==> config.mk <==
export PLATFORM = sky130hd
export DESIGN_NAME = serial_frame_rx_flat
export DESIGN_NICKNAME = d
export VERILOG_FILES = /design/src/rtl/serial_frame_rx_if.sv /design/src/rtl/serial_frame_rx.sv /design/src/flat_wrapper.sv
export SDC_FILE = /design/constraint.sdc
export NUM_CORES = 1
export LEC_CHECK = 0
export CORE_ASPECT_RATIO = 1.25
export CORE_MARGIN = 5
export CORE_UTILIZATION = 57
export DETAILED_ROUTE_END_ITERATION = 6
export PLACE_DENSITY = 0.88
export SYNTH_ARGS = -nofsm -noshare
export SYNTH_HDL_FRONTEND = slang
export SYNTH_SLANG_ARGS = --single-unit
==> constraint.sdc <==
create_clock -name clk -period 3.7 [get_ports clk]
set_input_delay 0.555 -clock clk [delete_from_list [all_inputs] [get_ports clk]]
set_output_delay 0.555 -clock clk [all_outputs]
set_load 0.05 [all_outputs]
==> src/rtl/serial_frame_rx_if.sv <==
// Parallel word handshake between the serial receiver and its consumer.
// The receiver owns the word and flags; the consumer owns ready.
interface serial_frame_rx_if #(
  parameter int WIDTH = 8
);
  logic [WIDTH-1:0] dout;
  logic             valid;
  logic             ready;
  logic             parity_err;
  logic             frame_err;

  modport master (
    output dout,
    output valid,
    output parity_err,
    output frame_err,
    input  ready
  );

  modport slave (
    input  dout,
    input  valid,
    input  parity_err,
    input  frame_err,
    output ready
  );
endinterface

==> src/rtl/serial_frame_rx.sv <==
// Serial frame receiver: start bit, LSB-first data, optional even
// parity, stop bit, then a registered valid/ready word with flags.
module serial_frame_rx #(
  parameter int WIDTH     = 8,
  parameter bit PARITY_EN = 1'b1
) (
  input  logic            clk,
  input  logic            rst,
  input  logic            si,
  serial_frame_rx_if.master rx,
  output logic            overrun,
  output logic            busy
);
  localparam int CW = (WIDTH > 2) ? $clog2(WIDTH) : 1;

  typedef enum logic [2:0] {
    IDLE,
    DATA,
    PARITY,
    STOP,
    BREAK
  } state_t;

  state_t           state;
  state_t           nxt;
  logic [CW-1:0]    cnt;
  logic [WIDTH-1:0] shreg;
  logic             pbit;
  logic             last;
  logic             take;
  logic             drop;
  logic             clear;
  logic             perr;

  assign last = (cnt == CW'(WIDTH - 1));

  // state register
  always_ff @(posedge clk) begin
    if (rst) state <= IDLE;
    else     state <= nxt;
  end

  // next-state decode; a low line in BREAK is never a start bit
  always_comb begin
    nxt = state;
    unique case (state)
      IDLE:    if (!si) nxt = DATA;
      DATA:    if (last) nxt = PARITY_EN ? PARITY : STOP;
      PARITY:  nxt = STOP;
      STOP:    nxt = si ? IDLE : BREAK;
      BREAK:   if (si) nxt = IDLE;
      default: nxt = IDLE;
    endcase
  end

  // delivery decisions on the stop edge and the plain handshake
  always_comb begin
    take  = 1'b0;
    drop  = 1'b0;
    clear = 1'b0;
    busy  = (state != IDLE);
    perr  = PARITY_EN ? ((^shreg) ^ pbit) : 1'b0;
    unique case (1'b1)
      (state == STOP): begin
        take = !rx.valid || rx.ready;
        drop = rx.valid && !rx.ready;
      end
      default: clear = rx.valid && rx.ready;
    endcase
  end

  // bit counter, shift register and captured parity bit
  always_ff @(posedge clk) begin
    if (rst) begin
      cnt   <= '0;
      shreg <= '0;
      pbit  <= 1'b0;
    end else begin
      if (state == DATA) begin
        shreg[cnt] <= si;
        cnt        <= last ? '0 : cnt + 1'b1;
      end
      if (state == PARITY) pbit <= si;
    end
  end

  // registered output word, flags and sticky overrun
  always_ff @(posedge clk) begin
    if (rst) begin
      rx.dout       <= '0;
      rx.valid      <= 1'b0;
      rx.parity_err <= 1'b0;
      rx.frame_err  <= 1'b0;
      overrun       <= 1'b0;
    end else begin
      if (take) begin
        rx.dout       <= shreg;
        rx.parity_err <= perr;
        rx.frame_err  <= !si;
        rx.valid      <= 1'b1;
      end else if (clear) begin
        rx.valid <= 1'b0;
      end
      if (drop) overrun <= 1'b1;
    end
  end
endmodule

==> src/flat_wrapper.sv <==
// flat-port wrapper written by rule: the top's interface ports become plain ports
module serial_frame_rx_flat 
#(
  parameter int WIDTH     = 8,
  parameter bit PARITY_EN = 1'b1
)
  (clk, rst, si, overrun, busy, rx_dout, rx_valid, rx_parity_err, rx_frame_err, rx_ready);
  serial_frame_rx_if #(.WIDTH(WIDTH)) rx_i ();
  input  logic clk;
  input  logic rst;
  input  logic si;
  output logic overrun;
  output logic busy;
  output wire logic [$bits(rx_i.dout)-1:0] rx_dout;
  output wire logic [$bits(rx_i.valid)-1:0] rx_valid;
  output wire logic [$bits(rx_i.parity_err)-1:0] rx_parity_err;
  output wire logic [$bits(rx_i.frame_err)-1:0] rx_frame_err;
  input wire logic [$bits(rx_i.ready)-1:0] rx_ready;
  assign rx_dout = rx_i.dout;
  assign rx_valid = rx_i.valid;
  assign rx_parity_err = rx_i.parity_err;
  assign rx_frame_err = rx_i.frame_err;
  assign rx_i.ready = rx_ready;
  serial_frame_rx #(.WIDTH(WIDTH), .PARITY_EN(PARITY_EN)) u_core (.clk(clk), .rst(rst), .si(si), .rx(rx_i), .overrun(overrun), .busy(busy));
endmodule
==> key figures <==
Logic synthesis
  – Largest area contributor in the netlist: dfxtp_1
  – Ys Warns: 0
  – Yosys top cell area share: 42.8%
  – Cell count after synthesis: approximately 130
  – Fraction of registers with async set/reset: 0%
  – Count of cell types in the netlist: 33
  – Syn Area/Cell: between 9 and 10 um2
  – Synth Area in Compound Gates: between 5 and 6%
  – Largest family of logic cells by synthesized area: simple AND/OR/NAND/NOR gates
  – Mapped cell area: between 1000 and 1500 um2
  – Count leader, synth: dfxtp_1
  – Post-Synth Simple-Gate Area: between 20% and 30%
  – Mux contribution to synthesized area: between 10% and 20%
  – Primary FF master, synth: dfxtp_1
  – Synth cell count leaders: dfxtp_1 (27), nor2_1 (18), mux2i_1 (16), nand2_1 (11)
  – XOR/XNOR Fraction of Synth Area: between 5 and 6%
  – Synth Net Count: around 140
  – Sequential element share of the synthesized area: 42.8%
  – Synth Area in Adders: 1.98%
  – Post-synth EDFFs: 0
  – Largest cells by area after synthesis: dfxtp_1 (43%), mux2i_1 (13%), nor2_1 (5.4%)
  – Seq cells post-synth: 27

Timing
  – Minimum clock period: about 2500 ps
  – Clock Skews: ~6.6 ps
  – Max-slew violation count: 0
  – Worst-Margin Slew: between 900 and 1000 ps
  – RSZ-0062 raised after global routing: no
  – Max-slew headroom: between 30% and 40%
  – Final setup viols: 0
  – Sum Neg Setup Slack: 0 ps
  – Ratio of final minimum period to clock period: about two thirds
  – Max Freq: roughly 0.40 GHz
  – Final hold vios: 0

Clock network
  – CTS Buf Count: 3
  – Root buf cell: clkbuf_4
  – Postcts setup bufs: 0
  – Clock-pin slew on the worst setup and hold paths: around 130 ps
  – Clk sinks: 27
  – Worst skew pair latency: 320 ps
  – CTS tree: yes
  – Clock Tree Buf Depth: 2
  – CTS HTree Levels: 1
  – Resized cells post-CTS: 0
  – Hold buffers post-CTS: 0

Floorplanning
  – Die width: 52.1 um
  – Initial Utilization: approximately three fifths
  – Die height: between 60 and 70 um
  – Row Count: 19
  – Die area: approximately 3300 um2
  – Ports: 17
  – CORE AREA: 2160 um2

Placement
  – DP Wirelength: 1550 um
  – Post-place instance area: between 1000 and 1500 um2
  – Port bufs: 16
  – Placer congestion estimate: approximately 0.84

Detailed routing
  – Initial DRT Pass Iterations: 4
  – Number of DRC markers in iteration 0: 23
  – Post-route ant nets: 0
  – Post-DR wirelength/cell: around 13 um
  – DRC Markers: 0
  – Vias per std cell: between 5 and 6
  – Total wire length: about 2200 um
  – Via count: between 900 and 1000

Layout
  – Design area: about 1400 um2
  – Layout area overhead: 13.4%
  – ANT cells: 0
  – Final #Nets: between 100 and 150
  – Ratio of cells with drive above 1 in the final layout: 8.51%

Critical path
  – Crit path required time: roughly 3100 ps
  – Critical path arrival: between 1500 and 2000 ps
  – Reg2reg end: u_core.rx.dout[3]
  – Reg2Reg Setup Slack: ~2000 ps
  – R2R depth: 4
  – Crit Path Category: flop to primary output
  – Critical path fanouts, max: 12
  – Worst reg2reg path startpoint: u_core.state[1]
  – Startpoint types: flop
  – Crit. End Element: primary output

Min path
  – Min-Delay Path Depth: 2
  – Hold crit path type: flop to flop
  – Hold_sp: u_core.overrun
  – Worst Hold End: u_core.overrun

GRT
  – GRT overflow: 0
  – First-pass GRT wire length: 3870 um
  – GRT Util Overall: between 15 and 20%
  – Met3 usage: 2.63%
  – Largest net degree at the start of global routing: 29
  – Met1 GRT Util: a little under a fifth
  – Initial antenna violation count: 0
  – M2 GR Usage: 24.2%
  – Grt peak-use layer: met2
  – Vias in the first global route: approximately 880

Power
  – Maximum VDD drop: between 0.2 and 0.25 mV
  – Pwr per Cell Area: between 300 and 400 nW/um2
  – Pleak: roughly 0.57 nW

Flow run
  – Maxcap violations: 0

Outcome
  – Outcome: finished, final reports clean
==> sequential cells by signal (all words and copies together) (netlist names) <==
register and flops:
u_core.shreg 8, u_core.rx.parity_err 1, u_core.overrun 1, u_core.rx.frame_err 1, u_core.rx.dout 8, u_core.pbit 1
u_core.cnt 3, u_core.state 3, u_core.rx.valid 1
==> critical path, stage by stage (launching register included) <==
cell             delay [ps]
dfxtp_1                 680
or3_1                   180
clkdlybuf4s50_1         790
==> layout make-up <==
cell class / instances / area [um2]
Multi-Input combinational cell: 93 / 662
Clock buffer: 4 / 26.3
Timing Repair Buffer: 16 / 160
Sequential cell: 27 / 541
Inverter: 1 / 3.75
Fill cell: 184 / 732
Tap cell: 31 / 38.8
==> per-stage QoR <==
stage | power [mW] | utilization [%] | hold slack, ps | setup WS [ps] | std cells
after floorplan | 0.330 | - | 460 | 2070 | 129
after global placement | 0.337 | 65.0 | 452 | 1500 | 168
after detailed placement | 0.338 | 65.0 | 484 | 1440 | 168
after CTS | 0.461 | 66.2 | 514 | 1170 | 172
after global routing | 0.476 | 66.2 | 531 | 1110 | 172
final | 0.455 | 66.2 | 502 | 1170 | 172
==> per-layer routing <==
metal  vias up  wire length [um]
li1        465                 -
met1       437              1020
met2        11              1090
met3         5                65
met4         0                51
met5         -                 0
==> cell usage in the layout, fill, tap and decap left out, types with 2 or more instances in the layout <==
| cell type | count |
|---|---|
| xor2_1 | 2 |
| nor2b_1 | 2 |
| clkdlybuf4s50_1 | 16 |
| nand2b_1 | 2 |
| nor3_1 | 4 |
| a21oi_1 | 6 |
| xnor2_1 | 3 |
| nand4_1 | 2 |
| a211oi_2 | 2 |
| o21ai_0 | 2 |
| clkbuf_4 | 3 |
| nor2_4 | 2 |
| mux2i_1 | 16 |
| nand3_1 | 6 |
| dfxtp_1 | 27 |
| nand2_1 | 11 |
| or3_1 | 2 |
| ha_1 | 2 |
| nor2_1 | 18 |
==> power breakdown <==
group | internal [mW] | switching [mW]
registers | 0.294 | 0.00648
clock network | 0.0423 | 0.0812
logic | 0.0130 | 0.0182
total | 0.350 | 0.106
==> cell families after synthesis <==
kind of cell               count (synthesis)
adders and majority gates                  2
and+or+nand+nor                           58
xor gates and xnor gates                   6
buffers and inverters                      9
DFF                                       27
muxes                                     16
AOI/OAI and AO/OA                         11
==> worst max path at each step <==
stage / startpoint / end / slack (ps) / cells after the start
floorplan: u_core.state[0] / busy / 2070 / 2
global placement: rst / u_core.rx.parity_err / 1500 / 4
detailed placement: rst / u_core.rx.parity_err / 1440 / 4
CTS: u_core.state[1] / busy / 1170 / 2
global route: u_core.state[1] / busy / 1110 / 2
finish: u_core.state[1] / busy / 1170 / 2
Power figures use the tool's default switching activity.
